**src/rtl/uart_pkg.sv**
```systemverilog
// Shared UART definitions: transmitter state encoding, parity mode
// constants (also used by the receiver) and a frame-length helper.
// The optional UART_TX_BREAK_EN macro adds the BREAK / BREAK_RECOV states.
package uart_pkg;

  localparam int PAR_NONE = 0;
  localparam int PAR_EVEN = 1;
  localparam int PAR_ODD  = 2;

  typedef enum logic [2:0] {
    IDLE,
    START,
    DATA,
    PARITY_BIT,
    STOP,
    STOP2
`ifdef UART_TX_BREAK_EN
    ,
    BREAK,
    BREAK_RECOV
`endif
  } tx_state_t;

  // Serial bit periods in one frame: start + data + optional parity + stops.
  function automatic int frame_bits(input int data_width, input int parity,
                                    input int stop_bits);
    return 1 + data_width + ((parity != PAR_NONE) ? 1 : 0) + stop_bits;
  endfunction

endpackage

```
**src/rtl/uart_baud_gen.sv**
```systemverilog
// Count-down bit-period generator. The counter reloads BAUD_DIV-1 on
// restart or after reaching zero; tick marks the last clock of a bit.
module uart_baud_gen #(
  parameter int BAUD_DIV = 16
) (
  input  logic clk,
  input  logic rst,
  input  logic restart,
  output logic tick
);

  localparam int CW = (BAUD_DIV > 1) ? $clog2(BAUD_DIV) : 1;

  logic [CW-1:0] cnt_q;
  logic [CW-1:0] cnt_d;

  // Reload at bit start, otherwise count down toward zero.
  always_comb begin
    if (restart || (cnt_q == '0)) begin
      cnt_d = CW'(BAUD_DIV - 1);
    end else begin
      cnt_d = cnt_q - 1'b1;
    end
  end

  // Counter register.
  always_ff @(posedge clk or posedge rst) begin
    if (rst) begin
      cnt_q <= '0;
    end else begin
      cnt_q <= cnt_d;
    end
  end

  assign tick = (cnt_q == '0);

endmodule

```
**src/rtl/uart_tx.sv**
```systemverilog
// UART transmitter: one-word holding buffer behind a valid/ready port,
// LSB-first shifter, optional parity, 1 or 2 stop bits, registered tx.
// Handshake: a word is taken on any rising edge where in_valid && in_ready;
// the producer keeps data_in stable while in_valid is high and in_ready low.
// Optional feature macro: UART_TX_BREAK_EN (adds break_req and line break).
module uart_tx
  import uart_pkg::*;
#(
  parameter int DATA_WIDTH = 8,
  parameter int PARITY     = PAR_NONE,
  parameter int STOP_BITS  = 1,
  parameter int BAUD_DIV   = 16
) (
  input  logic                  clk,
  input  logic                  rst,
`ifdef UART_TX_BREAK_EN
  input  logic                  break_req,
`endif
  input  logic [DATA_WIDTH-1:0] data_in,
  input  logic                  in_valid,
  output logic                  in_ready,
  output logic                  tx,
  output logic                  busy,
  output logic                  tx_done
);

  localparam int BW = $clog2(DATA_WIDTH) + 1;
  localparam logic [BW-1:0] LAST_BIT = BW'(DATA_WIDTH - 1);
`ifdef UART_TX_BREAK_EN
  localparam logic [BW-1:0] LAST_STOP = BW'(STOP_BITS - 1);
`endif

  tx_state_t             state_q, state_d;
  logic [DATA_WIDTH-1:0] hold_q, hold_d;
  logic                  hold_full_q, hold_full_d;
  logic [DATA_WIDTH-1:0] shift_q, shift_d;
  logic                  par_q, par_d;
  logic [BW-1:0]         bit_cnt_q, bit_cnt_d;
  logic                  tx_q, tx_d;
  logic                  tx_done_q, tx_done_d;
  logic                  frame_end;
  logic                  load;
  logic                  restart;
  logic                  tick;
  logic                  brk;

`ifdef UART_TX_BREAK_EN
  assign brk = break_req;
  assign restart = (state_q == IDLE) || (state_q == BREAK);
`else
  assign brk = 1'b0;
  assign restart = (state_q == IDLE);
`endif

  uart_baud_gen #(
    .BAUD_DIV(BAUD_DIV)
  ) u_baud (
    .clk    (clk),
    .rst    (rst),
    .restart(restart),
    .tick   (tick)
  );

  // State and datapath registers; reset forces the line high at once.
  always_ff @(posedge clk or posedge rst) begin
    if (rst) begin
      state_q     <= IDLE;
      hold_q      <= '0;
      hold_full_q <= 1'b0;
      shift_q     <= '0;
      par_q       <= 1'b0;
      bit_cnt_q   <= '0;
      tx_q        <= 1'b1;
      tx_done_q   <= 1'b0;
    end else begin
      state_q     <= state_d;
      hold_q      <= hold_d;
      hold_full_q <= hold_full_d;
      shift_q     <= shift_d;
      par_q       <= par_d;
      bit_cnt_q   <= bit_cnt_d;
      tx_q        <= tx_d;
      tx_done_q   <= tx_done_d;
    end
  end

  // Next state, buffer fill/drain and shifter updates.
  always_comb begin
    state_d     = state_q;
    hold_d      = hold_q;
    hold_full_d = hold_full_q;
    shift_d     = shift_q;
    par_d       = par_q;
    bit_cnt_d   = bit_cnt_q;
    frame_end   = 1'b0;
    load        = 1'b0;

    if (in_valid && in_ready) begin
      hold_d      = data_in;
      hold_full_d = 1'b1;
    end

    case (state_q)
      IDLE: begin
`ifdef UART_TX_BREAK_EN
        if (brk) state_d = BREAK;
        else
`endif
        if (hold_full_q) load = 1'b1;
      end
      START: begin
        if (tick) begin
          state_d   = DATA;
          bit_cnt_d = '0;
        end
      end
      DATA: begin
        if (tick) begin
          if (bit_cnt_q == LAST_BIT) begin
            state_d = (PARITY != PAR_NONE) ? PARITY_BIT : STOP;
          end else begin
            bit_cnt_d = bit_cnt_q + 1'b1;
            shift_d   = shift_q >> 1;
          end
        end
      end
      PARITY_BIT: begin
        if (tick) state_d = STOP;
      end
      STOP: begin
        if (tick) begin
          if (STOP_BITS == 2) state_d = STOP2;
          else frame_end = 1'b1;
        end
      end
      STOP2: begin
        if (tick) frame_end = 1'b1;
      end
`ifdef UART_TX_BREAK_EN
      BREAK: begin
        if (!brk) begin
          state_d   = BREAK_RECOV;
          bit_cnt_d = '0;
        end
      end
      BREAK_RECOV: begin
        if (tick) begin
          if (bit_cnt_q == LAST_STOP) state_d = IDLE;
          else bit_cnt_d = bit_cnt_q + 1'b1;
        end
      end
`endif
      default: state_d = IDLE;
    endcase

    // A pending break wins over a buffered word at the end of a frame.
    if (frame_end) begin
      if (hold_full_q && !brk) load = 1'b1;
      else state_d = IDLE;
    end

    // Move the buffered word into the shifter and freeze its parity.
    if (load) begin
      state_d     = START;
      shift_d     = hold_q;
      par_d       = (^hold_q) ^ (PARITY == PAR_ODD);
      hold_full_d = 1'b0;
    end
  end

  // Outputs: next line level, end-of-frame pulse, handshake and busy.
  always_comb begin
    case (state_d)
      START:      tx_d = 1'b0;
      DATA:       tx_d = shift_d[0];
      PARITY_BIT: tx_d = par_d;
`ifdef UART_TX_BREAK_EN
      BREAK:      tx_d = 1'b0;
`endif
      default:    tx_d = 1'b1;
    endcase
    tx_done_d = frame_end;
    in_ready  = !hold_full_q;
`ifdef UART_TX_BREAK_EN
    if ((state_q == BREAK) || (state_q == BREAK_RECOV)) in_ready = 1'b0;
`endif
    busy = (state_q != IDLE) || hold_full_q;
  end

  assign tx      = tx_q;
  assign tx_done = tx_done_q;

endmodule

```
**config.mk**
```make
export PLATFORM = sky130hd
export DESIGN_NAME = uart_tx
export DESIGN_NICKNAME = d
export VERILOG_FILES = /design/src/rtl/uart_pkg.sv /design/src/rtl/uart_baud_gen.sv /design/src/rtl/uart_tx.sv
export SDC_FILE = /design/constraint.sdc
export NUM_CORES = 1
export LEC_CHECK = 0
export ABC_CLOCK_PERIOD_IN_PS = 3000
export CELL_PAD_IN_SITES_DETAIL_PLACEMENT = 0
export CELL_PAD_IN_SITES_GLOBAL_PLACEMENT = 1
export CORE_ASPECT_RATIO = 0.5
export CORE_UTILIZATION = 47
export CTS_CLUSTER_SIZE = 16
export DETAILED_ROUTE_END_ITERATION = 7
export PLACE_DENSITY_LB_ADDON = 0.1
export SLEW_MARGIN = 20
export SYNTH_ARGS = -nofsm -noshare
export SYNTH_HDL_FRONTEND = slang
export SYNTH_SLANG_ARGS = --single-unit
export TNS_END_PERCENT = 50
```
**constraint.sdc**
```tcl
create_clock -name clk -period 3 [get_ports clk]
set_input_delay 0.6 -clock clk [delete_from_list [all_inputs] [get_ports clk]]
set_output_delay 0.6 -clock clk [all_outputs]
set_load 0.01 [all_outputs]
```
# --- After elaboration in Yosys (flattened, before gate mapping) ---
# Index checks and enable logic that the tools add are counted.
totals:
  reg_bits: 31
  inputBits: 11
  elab_cells: 68
op_classes:
  add_sub_neg: 2
  n_eq_ne: 13
  mux: 27
  n_reduce_logical: 16
op_table:
  columns: ["cell", "n"]
  rows:
  - ["$mux W8", 4]
  - ["$mux W3", 7]
  - ["$mux W4", 4]
  - ["$eq A3 B2 Y1 const B", 4]
  - ["$pmux W3 S4", 1]
  - ["$mux W1", 9]
  - ["$ne A2 B2 Y1 const B", 4]
  - ["$pmux W4 S2", 1]
  - ["$reduce_bool A2 Y1", 4]
  - ["$reduce_xor A8 Y1", 1]
  - ["$eq A3 B1 Y1 const B", 2]
  - ["$eq A3 B3 Y1 const B", 2]
  - ["$add A4 B1 Y4 const B", 1]
  - ["$eq A4 B3 Y1 const B", 1]
  - ["$logic_not A4 Y1", 1]
  - ["$reduce_and A4 Y1", 1]
  - ["$sub A4 B1 Y4 const B", 1]
  - ["$logic_not A3 Y1", 1]
  - ["$pmux W1 S3", 1]
  - ["$reduce_and A3 Y1", 1]
  - ["$reduce_bool A3 Y1", 1]
  - ["$reduce_or A3 Y1", 1]
  - ["$logic_or A1 B1 Y1", 2]
  - ["$reduce_or A2 Y1", 1]
  - ["other kinds (2)", 2]

# --- Longest topological paths before layout ---
logic_depth:
  ltp_word: 9
  depth_mapped: 8
  depth_no_buf: 7

# --- Modules after synthesis ---
# A second synthesis with hierarchy kept.
hier_totals:
  cells_unflattened: 144
  hier_area_um2: 1604.0
modules_own_cells:
  columns: ["module", "instances", "cells_each", "area_per_inst_um2", "seq_area_each_um2"]
  rows:
  - ["uart_tx", 1, 126, 1405.1, 676.9]
  - ["uart_baud_gen", 1, 18, 198.9, 100.1]

# --- Least setup slack after synthesis ---
# OpenSTA, ideal clock, no wires.
synth_timing:
  path_kind: "register to register"
  from: "register u_baud.cnt_q[0]"
  to: "register bit_cnt_q[3]"
  setup_time_ns: 0.118
  t_arrival_ns: 1.547
  required_time_ns: 2.882
  setup_slack_ns: 1.334
  stages_incl_launch_ff: 9
  path_buffers: 1
  cell_sequence: "dfrtp_1 -> inv_1 -> ha_1 -> nor3b_2 -> and4_4 -> buf_6 -> nand4_4 -> xor2_1 -> nor2_1"
synth_via:
  elab_chain_cells: 3
  elab_cells_between_ends: 4
  cone_classes: "eq/ne: 2; reduce/logical: 2"
synth_rtl:
  columns: ["element", "line", "text"]
  rows:
  - ["start: declaration", "uart_baud_gen.sv:14", "logic [CW-1:0] cnt_q;"]
  - ["start signal: assignment", "uart_baud_gen.sv:31", "cnt_q <= cnt_d;"]
  - ["$logic_not A4 Y1 (*)", "uart_baud_gen.sv:35", "assign tick = (cnt_q == '0);"]
  - ["$ne A2 B2 Y1 (no source line)", null, null]
  - ["$reduce_and A4 Y1 (no source line) (*)", null, null]
  - ["end signal: assignment", "uart_tx.sv:81", "bit_cnt_q <= bit_cnt_d;"]
  - ["end: declaration", "uart_tx.sv:38", "logic [BW-1:0] bit_cnt_q, bit_cnt_d;"]
# Mark *: on every way between the ends. The rest lies on a longest branch, timed or not.
# A chain may end at the register's enable or synchronous reset.

# --- Worst setup path after layout ---
layout_timing:
  from: "register state_q[2]"
  to: "output busy"
layout_via:
  elab_chain_cells: 2
layout_rtl:
  columns: ["element", "line", "text"]
  rows:
  - ["start: declaration", "uart_tx.sv:33", "tx_state_t state_q, state_d;"]
  - ["start signal: assignment", "uart_tx.sv:76", "state_q <= state_d;"]
  - ["$reduce_bool A3 Y1", "uart_tx.sv:187", "busy = (state_q != IDLE) || hold_full_q;"]
  - ["$logic_or A1 B1 Y1", "uart_tx.sv:187", null]
  - ["end: declaration", "uart_tx.sv:23", "output logic busy,"]
# No other way between the ends.

==> run metrics <==
run status=finished, final reports clean; GRT Util Overall=16.8%; Netlist cell types=35; core box area=2770 um2; mapped cell area=1460 um2; FF+latch count, synth=31; CP Data Arrival Time=1.68 ns; highest clock rate=439 MHz; Worst-path clk slew=0.07 ns; CTS H-tree depth=2; min-delay worst type=flop to flop; post-CTS resize count=0; setup repair bufs after CTS=0; Buffers on Ports=14; Net Switching=0.521 mW; vias in the first global route=908; share of the synthesized area in the top cell type=51.3%; clock share of power=25.3%; final setup violation count=0; CP Class=flop to output pin; post-route cell area=1750 um2; synthesized area per cell=11.5 um2; Place WS=0.814 ns; Crit Path Max Fanout=8; # DRC=0; Post-synth EDFFs=0; fin crit period=2.28 ns; Final Cycle Share=76.0%; Avg WL per Cell=12.9 um; syn_nets=140; crit start category=flop; wire length on met1=1.23 mm; Post-synth top flop=dfrtp_1; final worst setup slack=0.721 ns; post-synthesis sequential area ratio=53.1%; Max Cap Violations=0; DR top layer=met4; combinational share of power=32.1%; Slew Viols, Final=0; top cell type by total area after synthesis=dfrtp_1; clk root buf=clkbuf_8; wire length on met3=99 um; worst rel slew slack=54.1%; DRT Pass-1 Iters=4; P_leak=0.811 nW; Final HPWL DP=1.66 mm; Worst VDD drop=465 uV; Setup crit end kind=output pin; WL met2=1.02 mm; worst-margin pin slew=0.687 ns; Std-Cell Rows=13; drt total wl=2.37 mm; vias per inst=5.08; pin count of the biggest net entering global routing=32; final count of hold timing violations=0; share of cells above drive strength 1=18.5%; initial antenna violation count=0; setup TNS=0 ns; Internal Power=1.17 mW; cell count after synthesis=127; Chip Height=41.4 um; Flop pwr share=42.6%; Initial Util=52.9%; Num CTS Buffers=5; # nets final=158; ANT cells=0; ANT nets after route=0; Remaining Overflow, GRT=0; synth warn=0; P per Cell Area=968 nW/um2; total power=1.69 mW; most frequent cells after synthesis=dfrtp_1, nor2_1, xnor2_1; cell area after placement=1630 um2; Clk Latency, worst-skew pair=0.28 ns; io pins=15; routability cong.=0.708; die area=3350 um2; Final Util=63.3%; Die W=80.9 um; Data required, critical path=2.40 ns; Async S/R FF share, synth=100%; sw frac=30.7%; clock skew=0.00205 ns; CTS tree=done; CTS Buffer Depth=2; first-pass GRT wire length=4.08 mm; count leader, synth=dfrtp_1; Synth area leaders=dfrtp_1, mux2_2, xnor2_1, a22o_1, a21o_1; initial DRC count=66; filler instances=231; area added between synthesis and finish=19.6%; RSZ-0062 raised after global routing=false; Hold Buf Count CTS=0; via count=929; CTS Sinks=31
## sequential cells by signal (all words and copies together), names as in the netlist
name / flops
u_baud.cnt_q: 4
shift_q: 8
par_q: 1
hold_full_q: 1
state_q: 3
hold_q: 8
bit_cnt_q: 4
tx_done: 1
tx: 1
## through the flow
| stage | hold WS (ns) | cells |
|---|---|---|
| final | 0.461 | 183 |
| after global routing | 0.476 | 183 |
| after CTS | 0.459 | 183 |
| after detailed placement | 0.450 | 175 |
| after global placement | 0.449 | 175 |
| after floorplan | 0.429 | 127 |
## worst max-delay path: stages, from the launching register on
cell and delay [ns]:
dfrtp_1 0.47, nor3_1 0.33, nand2_1 0.12, clkdlybuf4s50_1 0.48
## final cells by class
class / count / area, um2 / area share [%]
clock buffer: 6 / 82.6 / 4.72
clock inverter: 2 / 35.0 / 2.00
inverter: 7 / 26.3 / 1.50
multi-input combinational: 84 / 627 / 35.8
sequential: 31 / 777 / 44.4
tap: 37 / 46.3 / 2.65
timing repair buffer: 16 / 155 / 8.87
## final timing paths
check | slack (ns) | endpoint | startpoint | cells after the start
max | 0.72 | busy | state_q[2] | 3
max reg2reg | 0.91 | shift_q[7] | u_baud.cnt_q[0] | 7
max in group asynchronous | 1.99 | tx | rst | 3
min reg2reg | 0.46 | u_baud.cnt_q[0] | u_baud.cnt_q[0] | 1
min | 0.46 | u_baud.cnt_q[0] | u_baud.cnt_q[0] | 1
min in group asynchronous | 0.69 | u_baud.cnt_q[1] | rst | 3
## kinds of logic after synthesis
family / synth area share, %
simple gates: 14.5
compound gates: 12.6
xor+xnor: 6.59
mux: 7.53
flops: 53.1
buf+inv: 4.02
fa+ha+maj: 1.71
## power by group through the flow
stage | logic (mW) | registers, mW | clock network [mW]
6_report | 0.544 | 0.721 | 0.429
5_1_grt | 0.614 | 0.745 | 0.454
4_1_cts | 0.559 | 0.723 | 0.441
3_5_place_dp | 0.556 | 0.731 | 0
3_3_place_gp | 0.544 | 0.725 | 0
2_1_floorplan | 0.465 | 0.692 | 0
## routing by layer
layer	up-vias	GRT usage (%)
met5	-	0
met4	0	5.36
met3	2	7.25
met2	17	24.4
met1	434	22.5
li1	476	-
## cells in the final DEF (no fill, tap or decap), types with 2 or more instances in the layout
| master | count |
|---|---|
| dfrtp_1 | 30 |
| clkdlybuf4s50_1 | 14 |
| nor2_1 | 12 |
| xnor2_1 | 9 |
| mux2_2 | 8 |
| a22o_1 | 8 |
| nand2_1 | 8 |
| inv_1 | 7 |
| a21o_1 | 6 |
| clkbuf_8 | 6 |
| o21ai_0 | 4 |
| a21oi_1 | 3 |
| nor2b_1 | 2 |
| xor2_1 | 2 |
| nand2b_1 | 2 |
| nor3_1 | 2 |
| mux2i_1 | 2 |
| ha_1 | 2 |
| buf_4 | 2 |
No activity file was read; power rests on OpenSTA's default activity.
